===== src/rtl/sprite_pixel_pipeline.sv =====
// -----------------------------------------------------------------------------
// sprite_pixel_pipeline
//
// Purpose:
//   This block sits after the entity detector. For every scan pixel it takes
//   the 9-bit entity word {row[2:0], id[3:0], orient[1:0]} and works out which
//   sprite column the pixel falls in, inside a 40-pixel upscaled tile. It
//   applies the orientation transform and looks the pixel up in the sprite
//   ROM. The result is one registered sprite pixel, with hit and valid flags,
//   and it goes to the colour/VGA stage.
//   Input-to-output latency is exactly two clock edges. The pipeline never
//   stalls.
//
// Ports:
//   clk          in   1   system clock
//   reset        in   1   synchronous, active-low reset
//   pixel_en     in   1   pixel strobe; counter_H advances by 1 per strobe
//   entity_in    in   9   {row[8:6], id[5:2], orient[1:0]}; 9'h1FF = no entity
//   counter_H    in  10   horizontal scan position (same cycle as entity_in)
//   counter_V    in  10   vertical scan position (same cycle as entity_in)
//   pixel_out    out  1   sprite pixel lit
//   sprite_hit   out  1   an entity (id != 4'hF) covers this pixel
//   pixel_valid  out  1   outputs belong to an active-area pixel
//   hit_count    out 16   lit pixels in the previous frame (optional, see below)
//
// Optional feature:
//   Define SPRITE_HIT_COUNT_EN to add the hit_count output and a saturating
//   per-frame counter of lit pixels. The counter rolls over on the strobe
//   with counter_V == 480 and counter_H == 0.
//
// Sprite ROM:
//   ID 0 is solid and ID 1 is the two leftmost columns. ID 15 is empty.
//   The artwork for IDs 2-14 is in the case table in rom_row().
// -----------------------------------------------------------------------------
module sprite_pixel_pipeline #(
    parameter int UPSCALE_FACTOR  = 5,
    parameter int TILE_SIZE       = 8,
    parameter int SCREEN_H_PIXELS = 640,
    parameter int SCREEN_V_PIXELS = 480
) (
    input  logic        clk,
    input  logic        reset,
    input  logic        pixel_en,
    input  logic [8:0]  entity_in,
    input  logic [9:0]  counter_H,
    input  logic [9:0]  counter_V,
    output logic        pixel_out,
    output logic        sprite_hit,
    output logic        pixel_valid
`ifdef SPRITE_HIT_COUNT_EN
    ,
    output logic [15:0] hit_count
`endif
);

    localparam logic [9:0] LP_H_ACTIVE = 10'(SCREEN_H_PIXELS);
    localparam logic [9:0] LP_H_LAST   = 10'(SCREEN_H_PIXELS - 1);
    localparam logic [9:0] LP_V_ACTIVE = 10'(SCREEN_V_PIXELS);
    localparam logic [2:0] LP_SUB_LAST = 3'(UPSCALE_FACTOR - 1);
    localparam logic [2:0] LP_COL_LAST = 3'(TILE_SIZE - 1);
    localparam logic [3:0] LP_ID_NONE  = 4'hF;

    // Each 64-bit word holds 8 rows. Row 0 is the top byte, and bit 7 of each
    // row is the leftmost pixel.
    function automatic logic [7:0] rom_row(input logic [3:0] id, input logic [2:0] r);
        logic [63:0] art;
        case (id)
            4'h0:    art = {8{8'hFF}};
            4'h1:    art = {8{8'hC0}};
            4'h2:    art = 64'h183C_7EFF_1818_1818;
            4'h3:    art = 64'h3C42_A581_A599_423C;
            4'h4:    art = 64'h8142_2418_1824_4281;
            4'h5:    art = 64'h1818_18FF_FF18_1818;
            4'h6:    art = 64'hFF81_8181_8181_81FF;
            4'h7:    art = 64'h0F0F_0F0F_F0F0_F0F0;
            4'h8:    art = 64'hAA55_AA55_AA55_AA55;
            4'h9:    art = 64'h3C7E_FFFF_FFFF_7E3C;
            4'hA:    art = 64'h1038_7CFE_7C38_1000;
            4'hB:    art = 64'h80C0_E0F0_F8FC_FEFF;
            4'hC:    art = 64'h0102_0408_1020_4080;
            4'hD:    art = 64'h7E81_A581_81BD_817E;
            4'hE:    art = 64'hE7E7_E700_0000_E7E7;
            default: art = 64'h0;
        endcase
        return art[{3'(3'd7 - r), 3'b000} +: 8];
    endfunction

    // Column tracker. It always describes the pixel currently on counter_H.
    logic [2:0] r_sub;
    logic [2:0] r_col;

    // Stage 1 registers
    logic [8:0] r_ent;
    logic [2:0] r_col_s1;
    logic       r_act;

    // Stage 2 registers, which drive the outputs
    logic       r_pix;
    logic       r_hit;
    logic       r_valid;

    logic       w_active;
    logic [3:0] w_id;
    logic [2:0] w_row;
    logic [1:0] w_orient;
    logic [2:0] w_row_sel;
    logic [2:0] w_bit_sel;
    logic [7:0] w_rom_bits;
    logic       w_lit;
    logic       w_hit;

    assign w_active = pixel_en && (counter_H < LP_H_ACTIVE) && (counter_V < LP_V_ACTIVE);

    assign w_row    = r_ent[8:6];
    assign w_id     = r_ent[5:2];
    assign w_orient = r_ent[1:0];

    // The orientation selects which ROM row is read and which bit of it is
    // used. A transpose swaps the roles of the sprite row and the column.
    always_comb begin
        // NOTE: every always_comb output gets a default before the case, so
        // no path leaves it unassigned and no latch is inferred.
        w_row_sel = w_row;
        w_bit_sel = 3'(3'd7 - r_col_s1);
        case (w_orient)
            2'b00: begin
                w_row_sel = w_row;
                w_bit_sel = 3'(3'd7 - r_col_s1);
            end
            2'b10: begin
                w_row_sel = w_row;
                w_bit_sel = r_col_s1;
            end
            2'b01: begin
                w_row_sel = r_col_s1;
                w_bit_sel = 3'(3'd7 - w_row);
            end
            default: begin
                w_row_sel = 3'(3'd7 - r_col_s1);
                w_bit_sel = w_row;
            end
        endcase
    end

    assign w_rom_bits = rom_row(w_id, w_row_sel);
    assign w_hit      = (w_id != LP_ID_NONE);
    assign w_lit      = w_hit && w_rom_bits[w_bit_sel];

    always_ff @(posedge clk) begin
        // NOTE: sequential state uses non-blocking assignments. Every register
        // then samples pre-edge values, so the stages shift together.
        if (!reset) begin
            r_sub    <= '0;
            r_col    <= '0;
            r_ent    <= '0;
            r_col_s1 <= '0;
            r_act    <= 1'b0;
            r_pix    <= 1'b0;
            r_hit    <= 1'b0;
            r_valid  <= 1'b0;
        end else begin
            // Counting sub-pixels avoids a divide by 5. The end-of-line
            // reload realigns the tracker once per line.
            if (pixel_en) begin
                if (counter_H >= LP_H_LAST) begin
                    r_sub <= '0;
                    r_col <= '0;
                end else if (r_sub == LP_SUB_LAST) begin
                    r_sub <= '0;
                    r_col <= (r_col == LP_COL_LAST) ? 3'd0 : 3'(r_col + 3'd1);
                end else begin
                    r_sub <= 3'(r_sub + 3'd1);
                end
            end

            r_ent    <= entity_in;
            r_col_s1 <= r_col;
            r_act    <= w_active;

            r_pix    <= w_lit & r_act;
            r_hit    <= w_hit & r_act;
            r_valid  <= r_act;
        end
    end

    assign pixel_out   = r_pix;
    assign sprite_hit  = r_hit;
    assign pixel_valid = r_valid;

`ifdef SPRITE_HIT_COUNT_EN
    logic [15:0] r_acc;
    logic [15:0] r_hit_count;
    logic        w_pix_next;
    logic        w_frame_end;

    assign w_pix_next  = w_lit & r_act;
    assign w_frame_end = pixel_en && (counter_V == LP_V_ACTIVE) && (counter_H == 10'd0);

    // A lit pixel registered on the frame-end edge is counted in the new
    // frame.
    always_ff @(posedge clk) begin
        if (!reset) begin
            r_acc       <= '0;
            r_hit_count <= '0;
        end else if (w_frame_end) begin
            r_hit_count <= r_acc;
            r_acc       <= {15'd0, w_pix_next};
        end else if (w_pix_next && (r_acc != 16'hFFFF)) begin
            r_acc <= 16'(r_acc + 16'd1);
        end
    end

    assign hit_count = r_hit_count;
`endif

endmodule


===== config.mk =====
export PLATFORM = sky130hd
export DESIGN_NAME = sprite_pixel_pipeline
export DESIGN_NICKNAME = d
export VERILOG_FILES = /design/src/rtl/sprite_pixel_pipeline.sv
export SDC_FILE = /design/constraint.sdc
export NUM_CORES = 1
export LEC_CHECK = 0
export ABC_AREA = 1
export BUFFER_PORTS_ARGS = -buffer_cell sky130_fd_sc_hd__buf_2
export CAP_MARGIN = 20
export CELL_PAD_IN_SITES_DETAIL_PLACEMENT = 0
export CELL_PAD_IN_SITES_GLOBAL_PLACEMENT = 1
export CORE_MARGIN = 5
export CORE_UTILIZATION = 46
export CTS_BUF_LIST = sky130_fd_sc_hd__clkbuf_16
export DETAILED_ROUTE_END_ITERATION = 10
export GPL_ROUTABILITY_DRIVEN = 0
export PLACE_DENSITY = 0.92
export SLEW_MARGIN = 0
export SYNTH_ARGS = -nofsm -noshare
export SYNTH_HDL_FRONTEND = slang
export SYNTH_SLANG_ARGS = --single-unit

===== constraint.sdc =====
create_clock -name clk -period 3 [get_ports clk]
set_input_delay 0.15 -clock clk [delete_from_list [all_inputs] [get_ports clk]]
set_output_delay 0.15 -clock clk [all_outputs]
set_load 0.01 [all_outputs]

==> results_dict.tcl <==
set metrics [dict create \
    status "complete, no violations" \
    synth_top_area_cell "dfxtp_1" \
    synth_common_cells "nand2_1 (115), dfxtp_1 (78), nand3_1 (72), inv_1 (60), nor2_1 (43)" \
    core_sq_um 7770 \
    die-area_sq_um 9920 \
    slew_headroom 0.611 \
    crit_chain "nand3_4 -> nand3_4 -> nand2_1 -> o21ai_0 -> nand2_1 -> nand3_1 -> nand3_1 -> nand2_1 -> nor2_1 -> nor2_1 -> nor2_1" \
    ys_types 32 \
    r2r_cells 11 \
    vias_per_cell 5.56 \
    areaGrowthSynthToFinish_pct 13.8 \
    antenna_found_initial 0 \
    design_area_sq_um 4200 \
    grt.overflow.total 0 \
    layout.nets 578 \
    clock-sinks 78 \
    initial_core_util 0.475 \
    finalSetupViolCount 0 \
    dieHeight_um 99.6 \
    wire_per_inst_um 15.4 \
    cp.arrival_ns 2.56 \
    ys_seq_area_frac 0.423 \
    cts_tree "built" \
    async_flop_share 0 \
    required_ns 3.23 \
    synth-seq-cells 78 \
    max_freq_mhz 428 \
    cap_violations 0 \
    clk_pin_slew_ns 0.06 \
    critPathSlowestCell "dfxtp_1" \
    dpl_cell_area_sq_um 3850 \
    period_needed_ns 2.34 \
    yosysTopAreaCellShare 0.423 \
    cellLeakagePower_nw 2.09 \
    antenna_cells 0 \
    fin_ws_ns 0.665 \
    die_w_um 99.6 \
    reg2reg_from "r_ent[0]" \
    synth_area_leaders "dfxtp_1 (42%), nand2_1 (12%), nand3_1 (9.8%)" \
    clk_path_buf_depth 2 \
    r2r_end "pixel_out" \
    cp_max_fo 37 \
    syn-num-nets 551 \
    num_io_pins 35 \
    vias 3562 \
    netlist_area_sq_um 3690 \
    antenna_left 0 \
    worst-slew-pin-transition_ns 0.583 \
    synth.most_common_cell "nand2_1" \
    hold_depth 3 \
    synth_edf_count 0 \
    min_from "entity_in[6]" \
    rsz0062_at_grt "no" \
    cp.depth 11 \
    cts_max_level 3 \
    timing.final.hold_violations 0 \
    cts_resized 0 \
    cts_buffers 9 \
    synthCells 507 \
    finClkSkew_ns 0.00412 \
    dp_hpwl_um 7000 \
    synth-main-ff-cell "dfxtp_1" \
    ir_worst_vdd_uv 360 \
    endpoint_kind "flip-flop" \
    post_cts_buffers 0 \
    wl_um 9870 \
    rows 32 \
    hp-class "primary input to flip-flop" \
    tns_ns 0 \
    drive_above_1_share 0.104 \
    path_buf_inv 0 \
    root_buffer "clkbuf_16" \
    globalRouteTotalUtil 0.203 \
    finalPower_mw 2.65 \
    yosysWarnings 0 \
    power_density_nw_per_um2 630 \
    critPathLaunch "r_ent[0]" \
    pre_cts_ws_ns 0.692 \
    dp.cells 620 \
    drv_slew 0 \
    fin_crit_sh 0.778 \
    grt_pass1_wl_um 16000 \
    max_stage_delay_ns 0.63 \
    drt_pre_antenna_iters 5 \
    crit_type "flip-flop to flip-flop" \
    fin_cells 641 \
    drt_first_iter_violations 321 \
    clk_latency_ns 0.33 \
    grt_max_degree 38 \
    endpoint "pixel_out" \
    grt_pass1_vias 3284 \
    route.detailed.drc 0 \
    avgSynthCellArea_sq_um 7.28 \
    io_buffer_count 29 \
    critPathTopFamily "simple AND/OR/NAND/NOR gates" \
    cts_hold_buf 5 \
    ff2ff_setup_slack_ns 0.66 \
    critPathLaunchType "flip-flop" \
]
-- worst register-to-register path: stages, from the launching register on --
cell and delay [ns]:
dfxtp_1 0.63, nand3_4 0.40, nand3_4 0.47, nand2_1 0.14, o21ai_0 0.10, nand2_1 0.07, nand3_1 0.07, nand3_1 0.07
nand2_1 0.09, nor2_1 0.05, nor2_1 0.09, nor2_1 0.05
-- layout by cell type (no fill, tap or decap) --
cell,n
o31ai_1,2
o21ai_0,32
bufinv_16,1
clkbuf_16,9
and3_1,1
nand4_1,29
o21ai_1,3
ha_1,12
clkinv_1,1
nand2_2,1
a41oi_1,1
dlygate4sd3_1,5
nand3b_4,1
a21oi_1,12
nor2_2,1
nor4_1,1
nor2_1,43
o32ai_1,1
inv_2,3
nor3_1,2
inv_6,2
dfxtp_1,78
xor2_1,3
o221ai_1,1
a32oi_1,1
nand2_1,115
buf_2,29
o211ai_1,6
a22oi_1,1
inv_1,61
buf_4,2
nand3_4,3
nand3_1,72
or2_2,1
clkinvlp_4,3
-- cells by family (layout without fill, tap and decap cells) --
logic type | Yosys count | in the layout | synth area share
buffers and inverters | 84 | 116 | 0.0996
adder cells (fa/ha/maj) | 12 | 12 | 0.0407
XOR/XNOR | 3 | 3 | 0.00712
AND/OR/NAND/NOR | 270 | 270 | 0.338
AO/OA/AOI/OAI | 60 | 60 | 0.0915
flip-flops | 78 | 78 | 0.423
-- report_power, final --
group | internal, mW | switching, mW | leakage, nW
Clock | 0.646 | 0.430 | 0.140
Sequential | 1.14 | 0.0383 | 0.653
Combinational | 0.138 | 0.260 | 1.30
Total | 1.92 | 0.728 | 2.09
-- stage by stage --
step	hold slack [ns]	utilization
6_report	0.00676	0.541
3_3_place_gp	0.315	0.496
4_1_cts	0.00197	0.541
2_1_floorplan	0.228	-
5_1_grt	0.0128	0.541
3_5_place_dp	0.317	0.496
-- final cells by class --
type	count	area, sq um
Inverter	64	240
Clock inverter	7	73.8
Timing Repair Buffer	36	210
Fill cell	757	3570
Clock buffer	9	225
Multi-Input combinational cell	345	1760
Tap cell	102	128
Sequential cell	78	1560
-- layer usage --
layer  part of all wire  routed length [um]  GRT usage  vias to the layer above
met4              0.025                 250     0.0767                        0
met1               0.44                4340      0.272                     1627
met5                  0                   0          0                        -
met3              0.078                 774     0.0407                       27
li1                   -                   -          -                     1733
met2               0.46                4510      0.323                      175
-- worst min path at each step --
stage / slack (ns) / end
2_1_floorplan: 0.23 / r_act
3_3_place_gp: 0.31 / r_act
3_5_place_dp: 0.32 / r_act
4_1_cts: 0.002 / r_ent[6]
5_1_grt: 0.01 / r_ent[6]
6_report: 0.007 / r_ent[6]
Power figures use the tool's default switching activity.
